**src/rtl/conv1_sram_ctrl.sv**
```systemverilog
// FIFO controller over one single-port SRAM (1-cycle registered-address read).
// Optional conflict statistics counter: define CONV1_SRAM_CTRL_STAT_EN.
module conv1_sram_ctrl #(
    parameter int DP = 32,
    parameter int DW = 192,
    parameter int AW = 10
) (
    input  logic          clk,
    input  logic          rst_n,
    input  logic          flush,
    input  logic          wr_valid,
    input  logic [DW-1:0] wr_data,
    output logic          wr_ready,
    input  logic          rd_req,
    output logic          rd_ready,
    output logic          rd_valid,
    output logic [DW-1:0] rd_data,
    output logic [AW:0]   count,
    output logic          full,
    output logic          empty,
    output logic          sram_cs,
    output logic          sram_we,
    output logic          sram_wem,
    output logic [AW-1:0] sram_addr,
    output logic [DW-1:0] sram_din,
    input  logic [DW-1:0] sram_dout,
    output logic [15:0]   stat_conflict_cnt
);

    localparam logic [AW-1:0] LAST  = AW'(DP - 1);
    localparam logic [AW:0]   DEPTH = (AW + 1)'(DP);

    logic [AW-1:0] wp_q, wp_d;
    logic [AW-1:0] rp_q, rp_d;
    logic [AW:0]   count_q, count_d;
    logic          last_rd_q, last_rd_d;
    logic          rd_valid_q;
    logic [AW-1:0] addr_q;
    logic [DW-1:0] din_q;

    logic wr_elig, rd_elig, conflict, wr_gnt, rd_gnt;

    // Handshake: a write transfers in any cycle where wr_valid & wr_ready; a read is
    // accepted when rd_req & rd_ready, and its data appears with rd_valid one cycle later.
    assign full     = (count_q == DEPTH);
    assign empty    = (count_q == '0);
    assign wr_elig  = wr_valid & ~full;
    assign rd_elig  = rd_req & ~empty;
    assign conflict = wr_elig & rd_elig;

    // On conflict the side not granted last time wins; last_rd_q=1 means read went last.
    assign wr_gnt = rst_n & ~flush & wr_elig & (~rd_elig | last_rd_q);
    assign rd_gnt = rst_n & ~flush & rd_elig & (~wr_elig | ~last_rd_q);

    assign wr_ready  = wr_gnt;
    assign rd_ready  = rd_gnt;
    assign rd_valid  = rd_valid_q;
    assign rd_data   = sram_dout;
    assign count     = count_q;
    assign sram_cs   = wr_gnt | rd_gnt;
    assign sram_we   = wr_gnt;
    assign sram_wem  = wr_gnt;
    assign sram_addr = wr_gnt ? wp_q : (rd_gnt ? rp_q : addr_q);
    assign sram_din  = wr_gnt ? wr_data : din_q;

    always_comb begin
        wp_d      = wp_q;
        rp_d      = rp_q;
        count_d   = count_q;
        last_rd_d = last_rd_q;
        if (flush) begin
            wp_d    = '0;
            rp_d    = '0;
            count_d = '0;
        end else if (wr_gnt) begin
            wp_d      = (wp_q == LAST) ? '0 : wp_q + 1'b1;
            count_d   = count_q + 1'b1;
            last_rd_d = 1'b0;
        end else if (rd_gnt) begin
            rp_d      = (rp_q == LAST) ? '0 : rp_q + 1'b1;
            count_d   = count_q - 1'b1;
            last_rd_d = 1'b1;
        end
    end

    always_ff @(posedge clk or negedge rst_n) begin
        if (!rst_n) begin
            wp_q       <= '0;
            rp_q       <= '0;
            count_q    <= '0;
            last_rd_q  <= 1'b1;
            rd_valid_q <= 1'b0;
            addr_q     <= '0;
            din_q      <= '0;
        end else begin
            wp_q       <= wp_d;
            rp_q       <= rp_d;
            count_q    <= count_d;
            last_rd_q  <= last_rd_d;
            rd_valid_q <= rd_gnt;
            addr_q     <= sram_addr;
            din_q      <= sram_din;
        end
    end

`ifdef CONV1_SRAM_CTRL_STAT_EN
    logic [15:0] stat_q;

    always_ff @(posedge clk or negedge rst_n) begin
        if (!rst_n) begin
            stat_q <= '0;
        end else if (flush) begin
            stat_q <= '0;
        end else if (conflict && stat_q != 16'hFFFF) begin
            stat_q <= stat_q + 16'd1;
        end
    end

    assign stat_conflict_cnt = stat_q;
`else
    assign stat_conflict_cnt = 16'h0000;
`endif

endmodule

```
**config.mk**
```make
export PLATFORM = sky130hd
export DESIGN_NAME = conv1_sram_ctrl
export DESIGN_NICKNAME = d
export VERILOG_FILES = /design/src/rtl/conv1_sram_ctrl.sv
export SDC_FILE = /design/constraint.sdc
export NUM_CORES = 1
export LEC_CHECK = 0
export BUFFER_PORTS_ARGS = -buffer_cell sky130_fd_sc_hd__buf_2
export CAP_MARGIN = 20
export CORE_AREA = 4 4 316 318
export DETAILED_ROUTE_END_ITERATION = 12
export DIE_AREA = 0 0 320 322
export SYNTH_ARGS = -nofsm -noshare
export SYNTH_HDL_FRONTEND = slang
export SYNTH_SLANG_ARGS = --single-unit
```
**constraint.sdc**
```tcl
create_clock -name clk -period 9.8 [get_ports clk]
set_input_delay 1.96 -clock clk [delete_from_list [all_inputs] [get_ports clk]]
set_output_delay 1.96 -clock clk [all_outputs]
set_load 0.05 [all_outputs]
```
======== Yosys cells after proc, flatten, opt, wreduce, memory -nomap -nowiden ========
Cells that the tools add are included.
word-level totals
  register bits after elaboration ......... 235
  input port bits ......................... 389
  output and inout port bits .............. 429
  logic and storage cells ................. 53
operators by class
  $add $sub $neg .......................... 4
  equality and inequality tests ........... 4
  multiplexer cells ....................... 15
  bitwise operators ....................... 16
  reductions and logical operators ........ 7
operator list
  operator               count
  $mux 192               1
  $mux 10                9
  $mux 11                3
  $add 10x1->10 const B  2
  $eq 10x5->1 const B    2
  $add 11x1->11 const B  1
  $eq 11x6->1 const B    1
  $logic_not 11->1       1
  $sub 11x1->11 const B  1
  $and 1x1->1            7
  $not 1->1              6
  $reduce_bool 2->1      3
  $reduce_and 2->1       2
  $or 1x1->1             3
  $reduce_bool 3->1      1
  $mux 1                 2
  $ne 2x2->1 const B     1

======== Longest topological paths before layout ========
  word-level depth ........................ 9
  gate-level depth with buffers ........... 14
  gate-level depth less buffers ........... 11

======== Least setup slack after synthesis ========
Ideal clock, no wire load.
  path type ............................... input to output
  from .................................... in rd_req
  to ...................................... out sram_addr[0]
  arrival time ............................ 3.887 ns
  data required time ...................... 7.840 ns
  setup slack ............................. 3.953 ns
  stages .................................. 7
  buffers on the path ..................... 1
  path through ............................ inv_1 -> a41oi_1 -> o211ai_2 -> clkinv_1 -> buf_2 -> nand2_1 -> a31oi_1
on the way
  longest elaborated chain between the ends .. 5
  elaborated cells on any way between the ends .. 8
  classes of those cells .................. mux: 2; bitwise: 6
ends and longest elaborated chain
  element                   RTL line  source
  start, declared           14        input logic rd_req,
  $and 1x1->1               48        assign rd_elig = rd_req & ~empty;
  $and 1x1->1 (2 in a row)  53        assign rd_gnt = rst_n & ~flush & rd_elig & (~wr_elig | ~last_rd_q);
  named net rd_ready        15        output logic rd_ready,
  $mux 10 (2 in a row)      63        assign sram_addr = wr_gnt ? wp_q : (rd_gnt ? rp_q : addr_q);
  end, declared             24        output logic [AW-1:0] sram_addr,
The timed path passes the listed nets, and every way through them passes these cells.

======== Worst setup path in the final report ========
  from .................................... in rst_n
  to ...................................... out sram_din[154]
on the way
  longest elaborated chain between the ends .. 4
ends and longest elaborated chain
  element                   RTL line  source
  start, declared           9         input logic rst_n,
  $and 1x1->1 (3 in a row)  52        assign wr_gnt = rst_n & ~flush & wr_elig & (~rd_elig | last_rd_q);
  $mux 192                  64        assign sram_din = wr_gnt ? wr_data : din_q;
  end, declared             25        output logic [DW-1:0] sram_din,
Every way passes these cells.

==> impl_metrics.csv <==
group,metric,value,unit
outcome,outcome,"completed",
synth,synth_top_family_by_area,"simple AND/OR/NAND/NOR gates",
global_route,grt_max_degree,116,
critical_path,cp-end-kind,"primary output",
sta,fmax,160,MHz
sta,min_tclk_post_route,6.24,ns
synth,synth_compound_area_frac,0.0390,
synth,seq_area_frac_synth,0.520,
synth,syn-instance-count,1304,
synth,synth-main-ff-cell,"sky130_fd_sc_hd__dfrtp_1",
clock_network,cts_sinks,235,
detailed_routing,routed_wl,37300,um
worst_hold_path,hp-class,"reg -> reg",
clock_network,worst_skew_pair.late_latency,0.58,ns
sta,finalCritPeriodShare,0.636,
critical_path,crit_path_frequent_cell,"sky130_fd_sc_hd__nand2_1",
critical_path,worst-path-max-fanout,84,
detailed_routing,dr.pass1.iters,5,
detailed_routing,initialDrtViolationCount,415,
critical_path,worstPathRequired,7.84,ns
floorplan,rows,114,
critical_path,critPathKind,"in -> out",
sta,report.final.slew_viol_count,0,
place,dpl.hpwl,28500,um
critical_path,timing.critical_path.arrival,4.28,ns
global_route,first_global_vias,8872,
synth,post_synth_xor_area_fraction,0.0101,
synth,synthesis.yosys.warnings,0,
flow_run,timing.max_cap.violations,0,
sta,fin_tns_setup,0,ns
synth,syn-cell-area,0.0113,sq mm
synth,post_synth_simple_gate_area,0.243,
global_route,gr-total-overflow,0,
pwr,p_per_area,343,mW/mm^2
synth,muxShareOfSynthArea,0.00177,
synth,async_reset_ff_frac,1.00,
place,routabilityCongestion,0.727,
synth,post_synth_num_cell_types,46,
detailed_routing,drc,0,
synth,synth-edff-count,0,
global_route,antenna_violations_before_repair,4,
detailed_routing,overall_via_count_from_detail_route,8982,
layout,nets_finish,1916,
critical_path,worst_path_max_delay_cell,"sky130_fd_sc_hd__buf_4",
floorplan,floorplan.initialDensity,0.117,
critical_path,timing.critical_path.slowest_cell_delay,0.61,ns
clock_network,clk_transition_reported_paths,0.06,ns
sta,hold_viol_final,0,
synth,post_synth_fa_ha_maj_area_fraction,0.0139,
clock_network,cts_tree,"yes",
place,place_worst_setup_slack,3.55,ns
layout,final_core_util,0.148,
sta,tightest_slew,1.04,ns
clock_network,clockRootBuffer,"sky130_fd_sc_hd__clkbuf_16",
detailed_routing,routedWlPerCell,13.3,um
critical_path,crit_chain,"buf_8, nor2b_1, o2111a_4, buf_4, nand2_1, nand2_1, buf_2",
floorplan,die-width,320,um
critical_path,startpoint_type,"input pin",
sta,grt_setup_unrepaired,"no",
detailed_routing,ant_nets,0,
clock_network,htree_num_levels,1,
synth,post_synthesis_sequential_element_count,235,
floorplan,chipHeight,322,um
floorplan,floorplan.die_area,0.103,sq mm
floorplan,io_pins,818,
sta,worst_clock_skew,0.0112,ns
sta,setup_viol,0,
synth,synth_area_per_cell,8.68,sq um
clock_network,max-clock-path-buffers,3,
clock_network,number_of_clock_buffers_inserted_by_tritoncts,30,
clock_network,post_cts_resized,0,
pwr,power.static_leakage,7.59,nW
sta,timing.final.ws_setup,3.56,ns
clock_network,ctsHoldBuffers,0,
layout,synthToLayoutAreaGrowth,26.4,%
sta,timing.hold.ws,0.464,ns
detailed_routing,routed_via_density,3.19,
global_route,global_route.usage.total,0.0676,
pwr,vdd_drop_max,0.209,mV
clock_network,setup_fix_bufs_post_cts,0,
place,numPortBuffers,417,
floorplan,core_area,0.0966,sq mm
layout,post_route_cells_drive_above_1_share,0.316,
global_route,grt_pass1_wl,54000,um
sta,max-slew-margin-rel,0.302,
-- flip-flops by register name, summed over array words and instances (netlist names) --
register / flops
din_q: 192
count: 11
addr_q: 10
rp_q: 10
wp_q: 10
last_rd_q: 1
rd_valid: 1
-- power by group --
group	internal [mW]	switching, mW
clock	0.706	0.441
sequential	1.30	0.103
combinational	0.491	1.85
total	2.50	2.40
-- placed cells by master (no fill, tap or decap), drive strengths merged, types with 2 or more instances in the layout --
cell	netlist	routed
nand2	621	621
o22ai	5	5
xor2	10	10
and3	8	8
o21ai	26	26
o41ai	3	3
a21oi	6	6
inv	10	12
a21o	6	6
nand2b	5	5
nand4	5	5
nand3	5	5
clkbuf	4	41
a31oi	12	12
ha	11	11
mux2i	2	2
xnor2	3	3
nor3	4	4
buf	258	426
dfrtp	234	234
nor4	2	2
bufinv	0	3
nor3b	4	4
clkinv	1	8
nor2	35	35
nor2b	5	5
o211ai	2	2
or3	3	3
conb	1	16
-- through the flow --
stage / cell area, sq um / total power [mW] / std cells
finish: 14300 / 4.90 / 2814
global placement: 13300 / 3.77 / 2759
floorplan: 11400 / 3.44 / 1319
global route: 14300 / 5.19 / 2813
detailed placement: 13300 / 3.79 / 2759
CTS: 14300 / 4.98 / 2813
-- final timing paths --
kind / startpoint / to / slack (ns) / cells after the start
setup / recovery: rst_n / sram_din[154] / 3.56 / 7
hold / removal: din_q[147] / din_q[147] / 0.46 / 2
setup reg to reg: count[2] / count[10] / 5.60 / 12
hold reg to reg: din_q[147] / din_q[147] / 0.46 / 2
max in group asynchronous: rst_n / din_q[115] / 6.52 / 3
min in group asynchronous: rst_n / din_q[20] / 1.28 / 1
-- cells in the mapped netlist, types with 6 or more instances --
library cell              count  area share
sky130_fd_sc_hd__buf_2       28       0.012
sky130_fd_sc_hd__ha_1        11       0.012
sky130_fd_sc_hd__nor2_1      35       0.012
sky130_fd_sc_hd__inv_1        9      0.0030
sky130_fd_sc_hd__and3_1       8      0.0044
sky130_fd_sc_hd__buf_6        6      0.0060
sky130_fd_sc_hd__a31oi_1     12      0.0066
sky130_fd_sc_hd__a21o_1       6      0.0040
sky130_fd_sc_hd__o21ai_1      9      0.0040
sky130_fd_sc_hd__a21oi_1      6      0.0027
sky130_fd_sc_hd__nand2_1    621        0.21
sky130_fd_sc_hd__xor2_1      10      0.0077
sky130_fd_sc_hd__o21ai_0     17      0.0075
sky130_fd_sc_hd__buf_4      224        0.15
sky130_fd_sc_hd__dfrtp_1    234        0.52
-- per-layer routing --
layer	up-vias	global-route usage	share of wire
met5	-	0.0194	0.0078
met1	4041	0.0742	0.38
met3	133	0.0337	0.13
met4	8	0.0409	0.060
met2	513	0.103	0.43
li1	4287	-	-
-- layout make-up --
| class | instances | area [sq um] |
|---|---|---|
| Antenna cell | 1 | 2.50 |
| Clock buffer | 41 | 883 |
| Clock inverter | 13 | 156 |
| Fill cell | 10999 | 82300 |
| Inverter | 11 | 48.8 |
| Multi-Input combinational cell | 811 | 3550 |
| Sequential cell | 235 | 5880 |
| Tap cell | 1276 | 1600 |
| Timing Repair Buffer | 426 | 2180 |
-- logic make-up (layout without fill, tap and decap cells) --
logic type,count (synthesis),after routing
and+or+nand+nor,699,699
buffers and inverters,273,491
xor gates and xnor gates,13,13
other,1,17
DFF,235,235
muxes,2,2
AOI/OAI and AO/OA,69,69
adders and majority gates,12,12
-- critical path: cells and delay by family --
kind            cells  cell delay, ns
buf+inv             3            1.18
simple gates        3            0.62
compound gates      1            0.32
No activity file was read; power rests on OpenSTA's default activity.
